`src/rtl/pa_soc_itcm_arb_pkg.sv`:
```
// Shared definitions for the ITCM arbiter: bus width, response-owner
// encodings and a byte-enable helper.
package pa_soc_itcm_arb_pkg;

    // Core data bus width; the ITCM data path matches it.
    localparam int DATA_BUS_WIDTH = 32;

    // Response-owner state encodings (2-bit, legacy-compatible constants).
    localparam logic [1:0] ITCM_OWN_NONE = 2'b00;
    localparam logic [1:0] ITCM_OWN_IF   = 2'b01;
    localparam logic [1:0] ITCM_OWN_LS   = 2'b10;

    // Stores use the requester's byte enables; every read fetches the full word.
    function automatic logic [3:0] itcm_be(input logic we, input logic [3:0] be);
        return we ? be : 4'hF;
    endfunction

endpackage

```
`src/rtl/pa_soc_itcm_arb.sv`:
```
// pa_soc_itcm_arb: single-port ITCM arbiter between instruction fetch (IF)
// and load/store (LS). One access per cycle, LS has priority, read data is
// steered back to the owner exactly one cycle after its grant.
//
// Optional build macro: ITCM_ARB_STARVE_EN
//   defined   -> IF is forced to win after STARVE_MAX consecutive denials
//   undefined -> strict LS priority, no starvation counter
//
// Handshake (both requester ports): a requester raises *_req_i and holds its
// address/data stable; the access is accepted in the cycle *_gnt_o is high
// (grant is combinational from the requests). Exactly one cycle later the
// owner sees *_rvalid_o for one cycle with its read data (0 for a store ack).
// Dropping *_req_i before a grant cancels the request with no response.
module pa_soc_itcm_arb
    import pa_soc_itcm_arb_pkg::*;
#(
    parameter int ADDR_WIDTH = 12,
    parameter int DATA_WIDTH = DATA_BUS_WIDTH,
    parameter int STARVE_MAX = 4
) (
    input  logic                  clk_i,
    input  logic                  rst_n_i,
    // instruction-fetch port
    input  logic                  if_req_i,
    input  logic [31:0]           if_addr_i,
    output logic                  if_gnt_o,
    output logic                  if_rvalid_o,
    output logic [DATA_WIDTH-1:0] if_rdata_o,
    // load/store port
    input  logic                  ls_req_i,
    input  logic                  ls_we_i,
    input  logic [3:0]            ls_be_i,
    input  logic [31:0]           ls_addr_i,
    input  logic [DATA_WIDTH-1:0] ls_wdata_i,
    output logic                  ls_gnt_o,
    output logic                  ls_rvalid_o,
    output logic [DATA_WIDTH-1:0] ls_rdata_o,
    // SRAM port
    output logic                  mem_ce_o,
    output logic                  mem_we_o,
    output logic [3:0]            mem_be_o,
    output logic [ADDR_WIDTH-1:0] mem_addr_o,
    output logic [DATA_WIDTH-1:0] mem_wdata_o,
    input  logic [DATA_WIDTH-1:0] mem_rdata_i,
    // debug: current response owner state
    output logic [1:0]            dbg_resp_owner_o
);

    logic                  w_if_force;
    logic                  w_if_gnt;
    logic                  w_ls_gnt;
    logic [31:0]           w_gnt_addr;
    logic [1:0]            w_resp_owner_nxt;
    logic [1:0]            r_resp_owner;
    logic                  r_resp_store;
    logic                  w_unused_addr;

`ifdef ITCM_ARB_STARVE_EN
    localparam int CNT_W = $clog2(STARVE_MAX + 1);

    logic [CNT_W-1:0] r_starve_cnt;

    // IF takes priority once it has been denied STARVE_MAX times in a row.
    assign w_if_force = (r_starve_cnt == CNT_W'(STARVE_MAX));

    // Count IF denials; clear on any IF grant; saturate at the threshold.
    always_ff @(posedge clk_i or negedge rst_n_i) begin
        if (!rst_n_i) begin
            r_starve_cnt <= '0;
        end else if (w_if_gnt) begin
            r_starve_cnt <= '0;
        end else if (if_req_i && (r_starve_cnt != CNT_W'(STARVE_MAX))) begin
            r_starve_cnt <= r_starve_cnt + CNT_W'(1);
        end
    end
`else
    logic w_unused_cfg;

    // Strict LS priority: IF is never forced ahead of a load/store.
    assign w_if_force   = 1'b0;
    assign w_unused_cfg = (STARVE_MAX > 0);
`endif

    // Arbitration: LS wins unless the starvation override is active.
    // No grants while reset is asserted.
    assign w_ls_gnt = rst_n_i & ls_req_i & ~(if_req_i & w_if_force);
    assign w_if_gnt = rst_n_i & if_req_i & (~ls_req_i | w_if_force);

    assign if_gnt_o = w_if_gnt;
    assign ls_gnt_o = w_ls_gnt;

    // SRAM drive: word address of the winner, upper address bits wrap.
    assign w_gnt_addr  = w_ls_gnt ? ls_addr_i : if_addr_i;
    assign mem_ce_o    = w_if_gnt | w_ls_gnt;
    assign mem_we_o    = w_ls_gnt & ls_we_i;
    assign mem_be_o    = w_ls_gnt ? itcm_be(ls_we_i, ls_be_i) : 4'hF;
    assign mem_addr_o  = w_gnt_addr[ADDR_WIDTH+1:2];
    assign mem_wdata_o = ls_wdata_i;

    // Byte-offset and out-of-range address bits are intentionally ignored.
    assign w_unused_addr = ^{if_addr_i[31:ADDR_WIDTH+2], if_addr_i[1:0],
                             ls_addr_i[31:ADDR_WIDTH+2], ls_addr_i[1:0]};

    // Next response owner follows this cycle's grant.
    always_comb begin
        w_resp_owner_nxt = ITCM_OWN_NONE;
        if (w_ls_gnt) begin
            w_resp_owner_nxt = ITCM_OWN_LS;
        end else if (w_if_gnt) begin
            w_resp_owner_nxt = ITCM_OWN_IF;
        end
    end

    // Response FSM: remember who owns the SRAM output next cycle, and
    // whether that access was a store (store acks return zero data).
    always_ff @(posedge clk_i or negedge rst_n_i) begin
        if (!rst_n_i) begin
            r_resp_owner <= ITCM_OWN_NONE;
            r_resp_store <= 1'b0;
        end else begin
            r_resp_owner <= w_resp_owner_nxt;
            r_resp_store <= w_ls_gnt & ls_we_i;
        end
    end

    // Response steering: only the owner sees valid and data.
    assign if_rvalid_o = (r_resp_owner == ITCM_OWN_IF);
    assign ls_rvalid_o = (r_resp_owner == ITCM_OWN_LS);
    assign if_rdata_o  = if_rvalid_o ? mem_rdata_i : '0;
    assign ls_rdata_o  = (ls_rvalid_o && !r_resp_store) ? mem_rdata_i : '0;

    assign dbg_resp_owner_o = r_resp_owner;

endmodule

```
`config.mk`:
```
export PLATFORM = sky130hd
export DESIGN_NAME = pa_soc_itcm_arb
export DESIGN_NICKNAME = d
export VERILOG_FILES = /design/src/rtl/pa_soc_itcm_arb_pkg.sv /design/src/rtl/pa_soc_itcm_arb.sv
export SDC_FILE = /design/constraint.sdc
export NUM_CORES = 1
export LEC_CHECK = 0
export ABC_CLOCK_PERIOD_IN_PS = 1000
export CAP_MARGIN = 20
export CELL_PAD_IN_SITES_DETAIL_PLACEMENT = 1
export CELL_PAD_IN_SITES_GLOBAL_PLACEMENT = 2
export CORE_MARGIN = 5
export CORE_UTILIZATION = 10
export CTS_BUF_LIST = sky130_fd_sc_hd__clkbuf_16
export DETAILED_ROUTE_END_ITERATION = 7
export GPL_ROUTABILITY_DRIVEN = 0
export MAX_ROUTING_LAYER = met4
export PLACE_DENSITY = 0.95
export SLEW_MARGIN = 20
export SYNTH_ARGS = -nofsm -noshare
export SYNTH_HDL_FRONTEND = slang
export SYNTH_SLANG_ARGS = --single-unit
```
`constraint.sdc`:
```
create_clock -name clk_i -period 1 [get_ports clk_i]
set_input_delay 0.1 -clock clk_i [delete_from_list [all_inputs] [get_ports clk_i]]
set_output_delay 0.1 -clock clk_i [all_outputs]
set_load 0.05 [all_outputs]
```
Word level (Yosys, flattened, before mapping). Cells that the tools add are included.

Register bits after elaboration: 3. Input bits: 137. Word-level logic and storage cells: 19.

Eq/ne operators: 2. Multiplexer cells: 7. Bitwise operators: 6. Reductions and logical operators: 2.

Operators by type and width (number): two-way mux 32 bit (2); two-way mux 14 bit (1); two-way mux 4 bit (2); bitwise AND 1 bit (4); == test 2 x 1 -> 1 bit, second input constant (1); == test 2 bit, second input constant (1); two-way mux 2 bit (1); logical AND 1 bit (1); zero test 1 bit (1); two-way mux 1 bit (1); inverter 1 bit (1); bitwise OR 1 bit (1).

Logic depth before layout (Yosys ltp).
Depth after elaboration: 4. Depth in mapped cells: 3.

Worst setup path after synthesis. No wires, ideal clock.

Path kind: reg-to-output. Start: register r_resp_owner[0], in the netlist dbg_resp_owner_o[0]. End: output port if_rdata_o[21]. Arrival: 1722 ps. Setup slack: -822 ps. Cell stages (with the launch flop): 4. Path buffers: 1. Cell sequence: dfrtp_1 -> and2b_2 -> buf_2 -> and2_1.

Longest elaborated chain between the ends: 2.

Ends and longest elaborated chain: start: declaration (RTL line pa_soc_itcm_arb.sv:54) `logic [1:0] r_resp_owner;`; start signal: assignment (RTL line pa_soc_itcm_arb.sv:121) `r_resp_owner <= w_resp_owner_nxt;`; == test 2 x 1 -> 1 bit (RTL line pa_soc_itcm_arb.sv:127) `assign if_rvalid_o = (r_resp_owner == ITCM_OWN_IF);`; named net if_rvalid_o (RTL line pa_soc_itcm_arb.sv:27) `output logic if_rvalid_o,`; two-way mux 32 bit (RTL line pa_soc_itcm_arb.sv:129) `assign if_rdata_o = if_rvalid_o ? mem_rdata_i : '0;`; end: declaration (RTL line pa_soc_itcm_arb.sv:28) `output logic [DATA_WIDTH-1:0] if_rdata_o,`.

The timed path passes the listed nets, and every way through them passes these cells.

Final worst setup path.
Start: register r_resp_owner[0], in the netlist dbg_resp_owner_o[0]. End: output port ls_rdata_o[18].

Longest elaborated chain between the ends: 3.

Ends and longest elaborated chain: == test 2 bit (RTL line pa_soc_itcm_arb.sv:128) `assign ls_rvalid_o = (r_resp_owner == ITCM_OWN_LS);`; logical AND 1 bit (RTL line pa_soc_itcm_arb.sv:130) `assign ls_rdata_o = (ls_rvalid_o && !r_resp_store) ? mem_rdata_i : '0;`; two-way mux 32 bit (RTL line pa_soc_itcm_arb.sv:130); end: declaration (RTL line pa_soc_itcm_arb.sv:37) `output logic [DATA_WIDTH-1:0] ls_rdata_o,`.

Every way passes these cells.

==> impl_metrics.env <==
export IMPL_async_reset_ff_frac=1.00
export IMPL_setup_ws_ns=-0.545
export IMPL_yosysWarnings=0
export IMPL_p_leak_nw=1.87
export IMPL_final_nets=413
export IMPL_htree_levels=1
export IMPL_cts_sinks=3
export IMPL_numCtsBuffers=3
export IMPL_synth_area_leader_cell="and2_1"
export IMPL_post_route_util=0.379
export IMPL_worst_ir_drop_vdd_v=0.000452
export IMPL_area_growth_pct=275
export IMPL_syn_area_mm2=0.00102
export IMPL_synth_most_common_cell="and2_1"
export IMPL_synthFlopType="dfrtp_1"
export IMPL_mappedNetlistNets=270
export IMPL_drc_errors=0
export IMPL_finalHoldViolCount=0
export IMPL_drive_gt1_frac=0.745
export IMPL_io_buffer_count=152
export IMPL_die_area_mm2=0.0124
export IMPL_relSlewSlack=0.860
export IMPL_holdWs_ns=0.200
export IMPL_drtIter0Drc=24
export IMPL_dr_total_vias=1457
export IMPL_synth_seq_area_share=0.0733
export IMPL_setup_violations=67
export IMPL_synth_enable_flop_cells=0
export IMPL_hpwlAfterDp_um=5360
export IMPL_grt_pass1_vias=1703
export IMPL_final_area_mm2=0.00385
export IMPL_antenna_cells=0
export IMPL_grt_max_degree=29
export IMPL_required_ns=0.90
export IMPL_core_area_mm2=0.0101
export IMPL_synth_commonest_cells="58 x and2_1, 32 x buf_4, 9 x mux2_4"
export IMPL_tns_ns=-32.96
export IMPL_ys_types=19
export IMPL_placed_area_mm2=0.00345
export IMPL_syn_inst=133
export IMPL_synth_top_area_frac=0.354
export IMPL_hold_class="in -> out"
export IMPL_p_total_mw=2.51
export IMPL_maxCapViolCount=0
export IMPL_fmax_mhz=647
export IMPL_crit_path_end_kind="output port"
export IMPL_post_route_period_util=1.54
export IMPL_synth_seq_cells=3
export IMPL_status="finished with violations"
export IMPL_die_x_um=111
export IMPL_ys_top_cells_by_area="and2_1 35%, buf_4 23%, mux2_4 13%"
export IMPL_grt_antenna_before_repair=0
export IMPL_cts_tree="done"
export IMPL_ant_nets=0
export IMPL_io_pins=257
export IMPL_cts_root_buf="clkbuf_16"
export IMPL_initial_core_util=0.101
export IMPL_violations="setup timing"
export IMPL_clk_pin_slew_ns=0.03
export IMPL_vias_per_cell=3.55
export IMPL_fin_crit_ns=1.54
export IMPL_postSynthAreaPerCell_um2=7.70
export IMPL_rsz0062_at_grt="true"
export IMPL_slew_violations=0
export IMPL_wl_per_cell_um=15.3
export IMPL_nFillCells=1069
export IMPL_p_per_area_mw_per_mm2=651
export IMPL_grt_ovfl_total=0
export IMPL_num_rows=37
export IMPL_cp_max_fo=14
export IMPL_drtPass1Iterations=3
export IMPL_path_class="reg -> out"
export IMPL_dieHeight_um=111
export IMPL_holdPathStages=0
export IMPL_grt_pass1_wl_um=9590
export IMPL_grt_usage=0.0993
export IMPL_worst_pin_slew_ns=0.210
export IMPL_startpoint_type="register"
export IMPL_postRouteWirelength_um=6290
export IMPL_cts_buffer_depth=2
export IMPL_worstPathArrival_ns=1.44
## cell usage in the layout (no fill, tap or decap), drive strengths merged
| cell type | count |
|---|---|
| and2 | 64 |
| clkdlybuf4s50 | 34 |
| nor2 | 2 |
| dfrtp | 3 |
| dlygate4sd3 | 1 |
| nor3b | 1 |
| o21a | 1 |
| clkbuf | 3 |
| dlymetal6s2s | 23 |
| inv | 3 |
| dlygate4sd2 | 5 |
| mux2 | 12 |
| buf | 114 |
| or2 | 4 |
| and2b | 2 |
| nand3 | 1 |
| nand2 | 2 |
## final timing paths
kind	from	end	slack, ns
min in group asynchronous	rst_n_i	r_resp_store	0.34
hold / removal	ls_wdata_i[14]	mem_wdata_o[14]	0.20
setup / recovery	dbg_resp_owner_o[0]	ls_rdata_o[18]	-0.54
max in group asynchronous	rst_n_i	dbg_resp_owner_o[0]	0.50
## critical path: stages (launching register included)
cell and delay, ns:
dfrtp_2 0.42, nor3b_4 0.23, buf_6 0.14, buf_12 0.13, and2_4 0.16, buf_12 0.13
## per-layer routing
metal | GRT usage | vias to the layer above | wire (µm)
li1 | - | 661 | -
met1 | 0.100 | 649 | 2210
met2 | 0.178 | 128 | 3220
met3 | 0.0344 | 19 | 695
met4 | 0.0357 | 0 | 164
met5 | - | - | 0
## layout make-up
cell class	count	area, µm²	share of cell area
clock buffers	3	75.1	0.0195
clock inverters	1	3.75	0.000976
inverters	2	7.51	0.00195
multi-input cells	89	853	0.222
flip-flops and latches	3	77.6	0.0202
well taps	136	170	0.0442
repair buffers	177	2660	0.691
## flip-flops by register name (all words and copies together) (netlist names)
name	count
r_resp_store	1
dbg_resp_owner_o	2
## repair_timing
item	CTS	global route
endpoints found under the hold margin	3	0
gates cloned	2	1
setup buffers	8	3
resized for setup	58	38
endpoints found under the setup margin	88	84
hold buffers	1	0
pin swaps	7	11
## kinds of logic after synthesis
family,share of synthesized area
simple gates,0.479
buf+inv,0.276
mux,0.165
flops,0.0733
compound gates,0.00733
## through the flow
| step | std cells | worst slack [ns] |
|---|---|---|
| detailed placement | 395 | -0.486 |
| global placement | 395 | -0.478 |
| CTS | 410 | -0.550 |
| floorplan | 133 | -0.325 |
| finish | 411 | -0.545 |
| global route | 411 | -0.605 |
## report_power, final
group | internal (mW) | total, mW | leakage (nW) | switching, mW
logic | 0.937 | 1.75 | 1.79 | 0.809
registers | 0.128 | 0.133 | 0.0370 | 0.00519
clock network | 0.516 | 0.626 | 0.0423 | 0.111
total | 1.58 | 2.51 | 1.87 | 0.924
Power figures use the tool's default switching activity.
